File: config.mk
export PLATFORM = sky130hd
export DESIGN_NAME = mem_controller
export DESIGN_NICKNAME = d
export VERILOG_FILES = /design/src/rtl/mem_controller.sv
export SDC_FILE = /design/constraint.sdc
export NUM_CORES = 1
export LEC_CHECK = 0
export ABC_AREA = 1
export BUFFER_PORTS_ARGS = -buffer_cell sky130_fd_sc_hd__buf_2
export CELL_PAD_IN_SITES_DETAIL_PLACEMENT = 1
export CELL_PAD_IN_SITES_GLOBAL_PLACEMENT = 1
export CORE_MARGIN = 4
export CORE_UTILIZATION = 29
export CTS_CLUSTER_SIZE = 40
export DETAILED_ROUTE_END_ITERATION = 16
export GPL_TIMING_DRIVEN = 0
export PLACE_DENSITY = 0.8
export REMOVE_ABC_BUFFERS = 1
export SLEW_MARGIN = 30
export SYNTH_ARGS = -nofsm -noshare
export SYNTH_HDL_FRONTEND = slang
export SYNTH_SLANG_ARGS = --single-unit
File: constraint.sdc
create_clock -name clk -period 1.85 [get_ports clk]
set_input_delay 0.555 -clock clk [delete_from_list [all_inputs] [get_ports clk]]
set_output_delay 0.555 -clock clk [all_outputs]
set_load 0.005 [all_outputs]
File: src/rtl/mem_controller.sv
// Round-robin memory controller: serialises per-lane LSU read/write requests onto one
// external memory channel. Define MEM_CONTROLLER_WRITE_EN to include the write path.
`timescale 1ns/1ps
module mem_controller #(
  parameter int ADDR_BITS     = 8,
  parameter int DATA_BITS     = 8,
  parameter int NUM_CONSUMERS = 4
) (
  input  logic                                     clk,
  input  logic                                     reset,
  input  logic [NUM_CONSUMERS-1:0]                 consumer_read_valid,
  input  logic [NUM_CONSUMERS-1:0][ADDR_BITS-1:0]  consumer_read_address,
  output logic [NUM_CONSUMERS-1:0]                 consumer_read_ready,
  output logic [NUM_CONSUMERS-1:0][DATA_BITS-1:0]  consumer_read_data,
  input  logic [NUM_CONSUMERS-1:0]                 consumer_write_valid,
  input  logic [NUM_CONSUMERS-1:0][ADDR_BITS-1:0]  consumer_write_address,
  input  logic [NUM_CONSUMERS-1:0][DATA_BITS-1:0]  consumer_write_data,
  output logic [NUM_CONSUMERS-1:0]                 consumer_write_ready,
  output logic                                     mem_read_valid,
  output logic [ADDR_BITS-1:0]                     mem_read_address,
  input  logic                                     mem_read_ready,
  input  logic [DATA_BITS-1:0]                     mem_read_data,
  output logic                                     mem_write_valid,
  output logic [ADDR_BITS-1:0]                     mem_write_address,
  output logic [DATA_BITS-1:0]                     mem_write_data,
  input  logic                                     mem_write_ready
);

  localparam int LANE_BITS = (NUM_CONSUMERS > 1) ? $clog2(NUM_CONSUMERS) : 1;
  localparam logic [LANE_BITS-1:0] LAST_LANE = LANE_BITS'(NUM_CONSUMERS - 1);

`ifdef MEM_CONTROLLER_WRITE_EN
  typedef enum logic [1:0] {IDLE, READ_WAIT, WRITE_WAIT, RELAY} state_t;
`else
  typedef enum logic [1:0] {IDLE, READ_WAIT, RELAY} state_t;
`endif

  state_t                   state, state_next;
  logic [LANE_BITS-1:0]     rr_ptr, owner, grant_lane, scan_lane;
  logic [LANE_BITS:0]       scan_idx;
  logic [NUM_CONSUMERS-1:0] lane_req;
  logic                     grant_found, grant_is_read, owner_valid;
  logic                     grant_take, start_read, read_done, lane_release;

`ifdef MEM_CONTROLLER_WRITE_EN
  logic owner_is_write, start_write, write_done;

  // A lane holding both requests is granted its read first; the write waits for a later grant.
  assign lane_req      = consumer_read_valid | consumer_write_valid;
  assign grant_is_read = consumer_read_valid[grant_lane];
  assign owner_valid   = owner_is_write ? consumer_write_valid[owner] : consumer_read_valid[owner];
`else
  logic unused_write_inputs;

  assign lane_req             = consumer_read_valid;
  assign grant_is_read        = 1'b1;
  assign owner_valid          = consumer_read_valid[owner];
  assign unused_write_inputs  = ^{consumer_write_valid, consumer_write_address,
                                  consumer_write_data, mem_write_ready};
  assign mem_write_valid      = 1'b0;
  assign mem_write_address    = '0;
  assign mem_write_data       = '0;
  assign consumer_write_ready = '0;
`endif

  // First requesting lane at or after rr_ptr, wrapping around the lane count.
  always_comb begin
    grant_found = 1'b0;
    grant_lane  = '0;
    scan_idx    = '0;
    scan_lane   = '0;
    for (int i = 0; i < NUM_CONSUMERS; i++) begin
      scan_idx = {1'b0, rr_ptr} + (LANE_BITS+1)'(i);
      if (scan_idx >= (LANE_BITS+1)'(NUM_CONSUMERS))
        scan_idx = scan_idx - (LANE_BITS+1)'(NUM_CONSUMERS);
      scan_lane = scan_idx[LANE_BITS-1:0];
      if (!grant_found && lane_req[scan_lane]) begin
        grant_found = 1'b1;
        grant_lane  = scan_lane;
      end
    end
  end

  always_ff @(posedge clk or negedge reset) begin
    if (!reset) state <= IDLE;
    else        state <= state_next;
  end

  always_comb begin
    state_next   = state;
    grant_take   = 1'b0;
    start_read   = 1'b0;
    read_done    = 1'b0;
    lane_release = 1'b0;
`ifdef MEM_CONTROLLER_WRITE_EN
    start_write  = 1'b0;
    write_done   = 1'b0;
`endif
    case (state)
      IDLE: begin
        if (grant_found) begin
          grant_take = 1'b1;
          if (grant_is_read) begin
            start_read = 1'b1;
            state_next = READ_WAIT;
          end
`ifdef MEM_CONTROLLER_WRITE_EN
          else begin
            start_write = 1'b1;
            state_next  = WRITE_WAIT;
          end
`endif
        end
      end
      READ_WAIT: begin
        if (mem_read_ready) begin
          read_done  = 1'b1;
          state_next = RELAY;
        end
      end
`ifdef MEM_CONTROLLER_WRITE_EN
      WRITE_WAIT: begin
        if (mem_write_ready) begin
          write_done = 1'b1;
          state_next = RELAY;
        end
      end
`endif
      RELAY: begin
        if (!owner_valid) begin
          lane_release = 1'b1;
          state_next   = IDLE;
        end
      end
      default: state_next = IDLE;
    endcase
  end

  // Read datapath and arbitration pointer; read data persists per lane until its next read.
  always_ff @(posedge clk or negedge reset) begin
    if (!reset) begin
      rr_ptr              <= '0;
      owner               <= '0;
      mem_read_valid      <= 1'b0;
      mem_read_address    <= '0;
      consumer_read_ready <= '0;
      consumer_read_data  <= '0;
    end else begin
      if (grant_take)
        owner <= grant_lane;
      if (start_read) begin
        mem_read_valid   <= 1'b1;
        mem_read_address <= consumer_read_address[grant_lane];
      end
      if (read_done) begin
        mem_read_valid             <= 1'b0;
        consumer_read_data[owner]  <= mem_read_data;
        consumer_read_ready[owner] <= 1'b1;
      end
      if (lane_release) begin
        consumer_read_ready <= '0;
        rr_ptr              <= (owner == LAST_LANE) ? '0 : owner + 1'b1;
      end
    end
  end

`ifdef MEM_CONTROLLER_WRITE_EN
  always_ff @(posedge clk or negedge reset) begin
    if (!reset) begin
      owner_is_write       <= 1'b0;
      mem_write_valid      <= 1'b0;
      mem_write_address    <= '0;
      mem_write_data       <= '0;
      consumer_write_ready <= '0;
    end else begin
      if (grant_take)
        owner_is_write <= start_write;
      if (start_write) begin
        mem_write_valid   <= 1'b1;
        mem_write_address <= consumer_write_address[grant_lane];
        mem_write_data    <= consumer_write_data[grant_lane];
      end
      if (write_done) begin
        mem_write_valid             <= 1'b0;
        consumer_write_ready[owner] <= 1'b1;
      end
      if (lane_release)
        consumer_write_ready <= '0;
    end
  end
`endif

endmodule
### Word level (Yosys, flattened, before mapping)

Cells that the tools add are included.

* muxes and demuxes: 44
* reduce and logical (&&, ||, !) cells: 11
* equality and inequality tests: 6
* bitwise operators: 1
* add/subtract/negate cells: 8
* order comparisons: 11

Operators by type and width (count)
* $bwmux W32: 1
* $mux W2: 12
* $lt A2 B3 Y1 const B: 6
* $mux W1: 18
* $bmux W8 S2: 1
* $demux W8 S2: 1
* $mux W8: 2
* $bmux W1 S2: 5
* $ge A3 B3 Y1 const B: 3
* $mux W4: 2
* $sub A2 B1 Y2 const B: 4
* $add A2 B2 Y3 const B: 2
* $ne A2 B2 Y1 const B: 3
* $pmux W2 S3: 1
* $eq A2 B2 Y1 const B: 2
* $logic_and A1 B1 Y1: 4
* $or A4 B4 Y4: 1
* $reduce_bool A2 Y1: 2
* $add A2 B1 Y3 const B: 1
* $ge A2 B3 Y1 const B: 1
* $logic_not A1 Y1: 3
* $reduce_and A3 Y1: 1
* $add A2 B1 Y2 const B: 1
* $demux W1 S2: 1
* 3 further kinds: 3

* bits in registers: 51
* bits of input ports: 116
* logic and storage cells: 91

### Depth between registers and ports, before layout

* depth in word-level cells: 18
* mapped depth: 15
* mapped depth without buffers: 14

### Least setup slack after synthesis

No wires, ideal clock.

* kind: input to register
* start point: in consumer_read_valid[2]
* end point: reg mem_read_address[0]
* arrival time: 1.600 ns
* path slack: 0.133 ns
* setup time: 0.117 ns
* data required time: 1.733 ns
* cell stages on the path: 13
* path through: inv_1 > nand2_1 > nand3_2 > nand2_2 > nor2_8 > nand3_4 > nand3_4 > buf_8 > nand2_2 > nand3_1 > nand2_1 > nand2_1 > nand2_1

* longest elaborated chain between the ends: 14
* elaborated cells between the ends (all ways): 26
* those cells by class: 20 x mux; 6 x reduce/logical

RTL lines
* start: declaration: RTL line 11 `input logic [NUM_CONSUMERS-1:0] consumer_read_valid,`
* $bmux W1 S2: RTL line 77 `if (!grant_found && lane_req[scan_lane]) begin`
* $mux W1 (not written as such): RTL line 77
* $mux W1: RTL line 77
* $logic_not A1 Y1: RTL line 77
* $logic_and A1 B1 Y1: RTL line 77
* $mux W1: RTL line 77
* $logic_not A1 Y1: RTL line 77
* $logic_and A1 B1 Y1: RTL line 77
* $mux W1: RTL line 77
* $logic_not A1 Y1: RTL line 77
* $logic_and A1 B1 Y1: RTL line 77
* $mux W2 / $mux W1 (equally long branches): RTL line 77
* $bmux W8 S2 / $mux W1 (equally long branches): RTL line 153, 101
* $mux W8 (not written as such) / $mux W1 (equally long branches)
* end signal: assignment: RTL line 153 `mem_read_address <= consumer_read_address[grant_lane];`
* end: declaration: RTL line 20 `output logic [ADDR_BITS-1:0] mem_read_address,`

Parallel ways exist; a longest one is shown, timed or not. The select of a mux whose other input is x is not followed.
A chain may end at the register's enable or synchronous reset.

### Final worst setup path

* start point: reg rr_ptr[0]
* end point: reg mem_read_address[7]

* longest elaborated chain between the ends: 16
* elaborated cells between the ends (all ways): 41
* those cells by class: 7 x add/sub; 4 x order compare; 24 x mux; 6 x reduce/logical

RTL lines
* start: declaration: RTL line 39 `logic [LANE_BITS-1:0] rr_ptr, owner, grant_lane, scan_lane;`
* start signal: assignment: RTL line 162 `rr_ptr <= (owner == LAST_LANE) ? '0 : owner + 1'b1;`
* branches (longest 16 deep; another with $add A2 B1 Y3)

Parallel ways; which one is timed is not known. The select of a mux whose other input is x is not followed.

==> flow_summary_export.csv <==
group,metric,value,unit
logic_synthesis,synth_compound_gate_area_share,0.0891,
global_routing,grt_max_degree,52,
critical_path,critPathMaxFanout,5,
sta,min_period,1.87,ns
power,peakVddDrop,0.000767,V
global_routing,grt_pass1_wl,13800,µm
sta,period_share,1.01,
critical_path,end_kind,"register",
logic_synthesis,yosys.area.top_type,"dfrtp_1",
layout,antenna_cells,0,
routing,drc,0,
critical_path,r2r_start,"rr_ptr[0]$_DFFE_PN0N_",
placed_design,pre_cts_ws,-0.664,ns
die,core_area,0.00968,mm²
sta,slew_viol_final,0,
die,num_rows,36,
clock_tree,cts.clk_slew.worst_paths,0.10,ns
run,maxCapViolCount,0,
hold_path,hold_path.class,"input port to asynchronous set/reset pin",
layout,n_fill_cell,1225,
global_routing,antenna_found_initial,0,
die,dieHeight,107,µm
critical_path,required,2.10,ns
die,pin_count,182,
placed_design,port_buffers,91,
global_routing,busiest_layer,"met2",
clock_tree,hold_buffers,0,
logic_synthesis,synthXorXnorAreaFrac,0,
sta,rsz0062_at_grt,"true",
logic_synthesis,synth_top_area_share,0.446,
critical_path,slowest_stage,"dfrtp_2",
critical_path,path_delay_family,"simple AND/OR/NAND/NOR gates",
placed_design,dpl_cell_area,0.00334,mm²
critical_path,crit_buf_inv,2,
sta,fmax,0.536,GHz
critical_path,crit_arrival,2.12,ns
critical_path,r2r_slack,-0.02,ns
sta,finalWorstSetupSlack,-0.0164,ns
clock_tree,clk_path_buf_depth,2,
routing,drt-wirelength-per-cell,14.4,µm
global_routing,globalRouteMet1Util,0.186,
logic_synthesis,synth.area.mux_share,0,
clock_tree,clk_latency,0.31,ns
sta,max_slew_margin,0.570,
global_routing,grt_overflow,0,
power,finalPower,0.00736,W
sta,fin_tns_setup,-0.0382,ns
die,initial_core_util,0.296,
sta,setup_violations,4,
critical_path,cpMostUsedCell,"nand2_4",
clock_tree,cts_root_buffer,"clkbuf_8",
power,power_density,1920,mW/mm²
routing,drt-pass1-iter-count,4,
logic_synthesis,syn_inst,371,
clock_tree,clock_sinks,51,
global_routing,grt_pass1_vias,2837,
die,die_area,0.0115,mm²
layout,area_growth_syn_to_layout,33.4,%
critical_path,crit_path_max_incr_delay,0.46,ns
global_routing,grt_use_total,0.147,
logic_synthesis,syn_area_per_cell,7.72,µm²
status,violations,"setup timing",
logic_synthesis,synth_top_family_by_area,"simple AND/OR/NAND/NOR gates",
sta,hold_viol_final,0,
critical_path,path_cells,"buf_6 -> nand2_4 -> nand2_4 -> nand2_4 -> nand2_4 -> nor2_8 -> nand3_4 -> buf_4 -> nand4_1 -> nand3_1 -> nand2_1 -> nand2_1 -> nand2_1",
critical_path,r2r_cells,13,
layout,postLayoutCellArea,0.00382,mm²
logic_synthesis,yosys_register_bits,51,
die,die_w,107,µm
placed_design,gp_congestion,0.809,
clock_tree,htreeDepth,2,
logic_synthesis,seq_area_frac_synth,0.446,
logic_synthesis,synth.area.top_cells,"dfrtp_1, nand2_1, inv_1",
logic_synthesis,synth.distinct_cells,25,
routing,vias_per_cell,4.50,
sta,worst_pin_slew,0.645,ns
routing,ant_nets,0,
routing,vias,2778,
clock_tree,numCtsBuffers,5,
layout,fin_nets,603,
critical_path,rr_endpoint,"mem_read_address[7]$_DFFE_PN0P_",
critical_path,cp_num_cells,13,
critical_path,start_kind,"register",
layout,drive_above_1_share,0.351,
logic_synthesis,synthSimpleGateAreaFrac,0.291,
logic_synthesis,syn_area,0.00286,mm²
critical_path,path_class,"register to register",
global_routing,grt_use_met2,0.257,
logic_synthesis,synth_fa_ha_area_frac,0.0175,
clock_tree,cts_tree,"yes",
power,power.leakage,2.18,nW
global_routing,gr-usage-met3,0.0342,
logic_synthesis,yosysWarnings,0,
routing,drt_iter0_markers,87,
layout,instances_no_fill,617,
sta,clock_skew,0.0105,ns
status,outcome,"finished, violations left",
placed_design,dp_cells,584,
placed_design,hpwl,6040,µm
routing,routed_wl,8860,µm
where the power goes:
group          switching [W]  internal, W  leakage (nW)
combinational        0.00278      0.00181          1.49
clock               0.000376     0.000403        0.0581
sequential          0.000339      0.00165         0.634
kinds of logic (layout without fill, tap and decap cells):
family,Yosys count,in the layout
flops,51,51
simple gates,175,181
buf+inv,91,178
compound gates,49,49
fa+ha+maj,4,4
other cells,1,21
worst max-delay path by stage:
stage                               start                               to
floorplan           rr_ptr[0]$_DFFE_PN0N_  mem_read_address[5]$_DFFE_PN0P_
global placement    rr_ptr[0]$_DFFE_PN0N_  mem_read_address[5]$_DFFE_PN0P_
detailed placement  rr_ptr[0]$_DFFE_PN0N_  mem_read_address[5]$_DFFE_PN0P_
CTS                 rr_ptr[0]$_DFFE_PN0N_  mem_read_address[4]$_DFFE_PN0P_
global route        rr_ptr[0]$_DFFE_PN0N_  mem_read_address[1]$_DFFE_PN0P_
finish              rr_ptr[0]$_DFFE_PN0N_  mem_read_address[7]$_DFFE_PN0P_
synthesized netlist by cell type:
cell type,count
a21oi_1,6
buf_2,4
buf_4,21
buf_6,1
buf_8,1
clkbuf_1,4
conb_1,1
dfrtp_1,51
ha_1,4
inv_1,55
inv_2,5
nand2_1,112
nand2_2,14
nand2_4,2
nand3_1,22
nand3_2,3
nand3_4,2
nand4_1,14
nor2_1,4
nor2_2,1
nor2_8,1
o21ai_0,37
o21ai_1,2
o21bai_1,1
o31ai_1,3
per-layer routing:
layer  vias up  share of wire
li1       1356              -
met1      1313           0.42
met2        98           0.50
met3        11          0.064
met4         0          0.014
met5         -              0
sequential cells by signal, summed over array words and instances, names as in the netlist:
signal	flops
mem_read_address	8
mem_read_valid	1
consumer_read_data	32
rr_ptr	2
state	2
consumer_read_ready	4
owner	2
area by class of cell:
cell class	count	area [µm²]	area share
Multi-Input combinational cell	255	1410	0.368
Sequential cell	51	1280	0.335
Timing Repair Buffer	110	619	0.162
Inverter	60	238	0.0622
Tap cell	133	166	0.0435
Clock buffer	5	68.8	0.0180
Clock inverter	3	43.8	0.0115
per-stage QoR:
step,utilization,hold WS (ns)
after floorplan,-,0.259
after global placement,0.345,0.463
after detailed placement,0.345,0.466
after CTS,0.377,0.287
after global routing,0.395,0.310
final,0.395,0.272
timing repair:
action | in CTS | in global routing
buffers inserted | 12 | 7
resized for setup | 12 | 31
pin swaps | 4 | 20
cloned | 5 | 1
setup endpoints to repair | 12 | 10
worst register-to-register path: stages (launching register included):
cell     delay [ns]
dfrtp_2        0.46
buf_6          0.14
nand2_4        0.06
nand2_4        0.08
nand2_4        0.10
nand2_4        0.07
nor2_8         0.18
nand3_4        0.18
buf_4          0.21
nand4_1        0.08
nand3_1        0.09
nand2_1        0.08
nand2_1        0.05
nand2_1        0.05
layout by cell type, fill, tap and decap left out, types with 5 or more instances in the layout:
cell type,synthesis,layout
a21oi_1,6,6
buf_2,4,90
buf_4,21,15
buf_6,1,5
clkbuf_8,0,5
conb_1,1,21
dfrtp_1,51,49
inv_1,55,53
nand2_1,112,103
nand2_2,14,19
nand2_4,2,7
nand3_1,22,18
nand3_2,3,5
nand3_4,2,8
nand4_1,14,14
o21ai_0,37,37
Power figures use the tool's default switching activity.
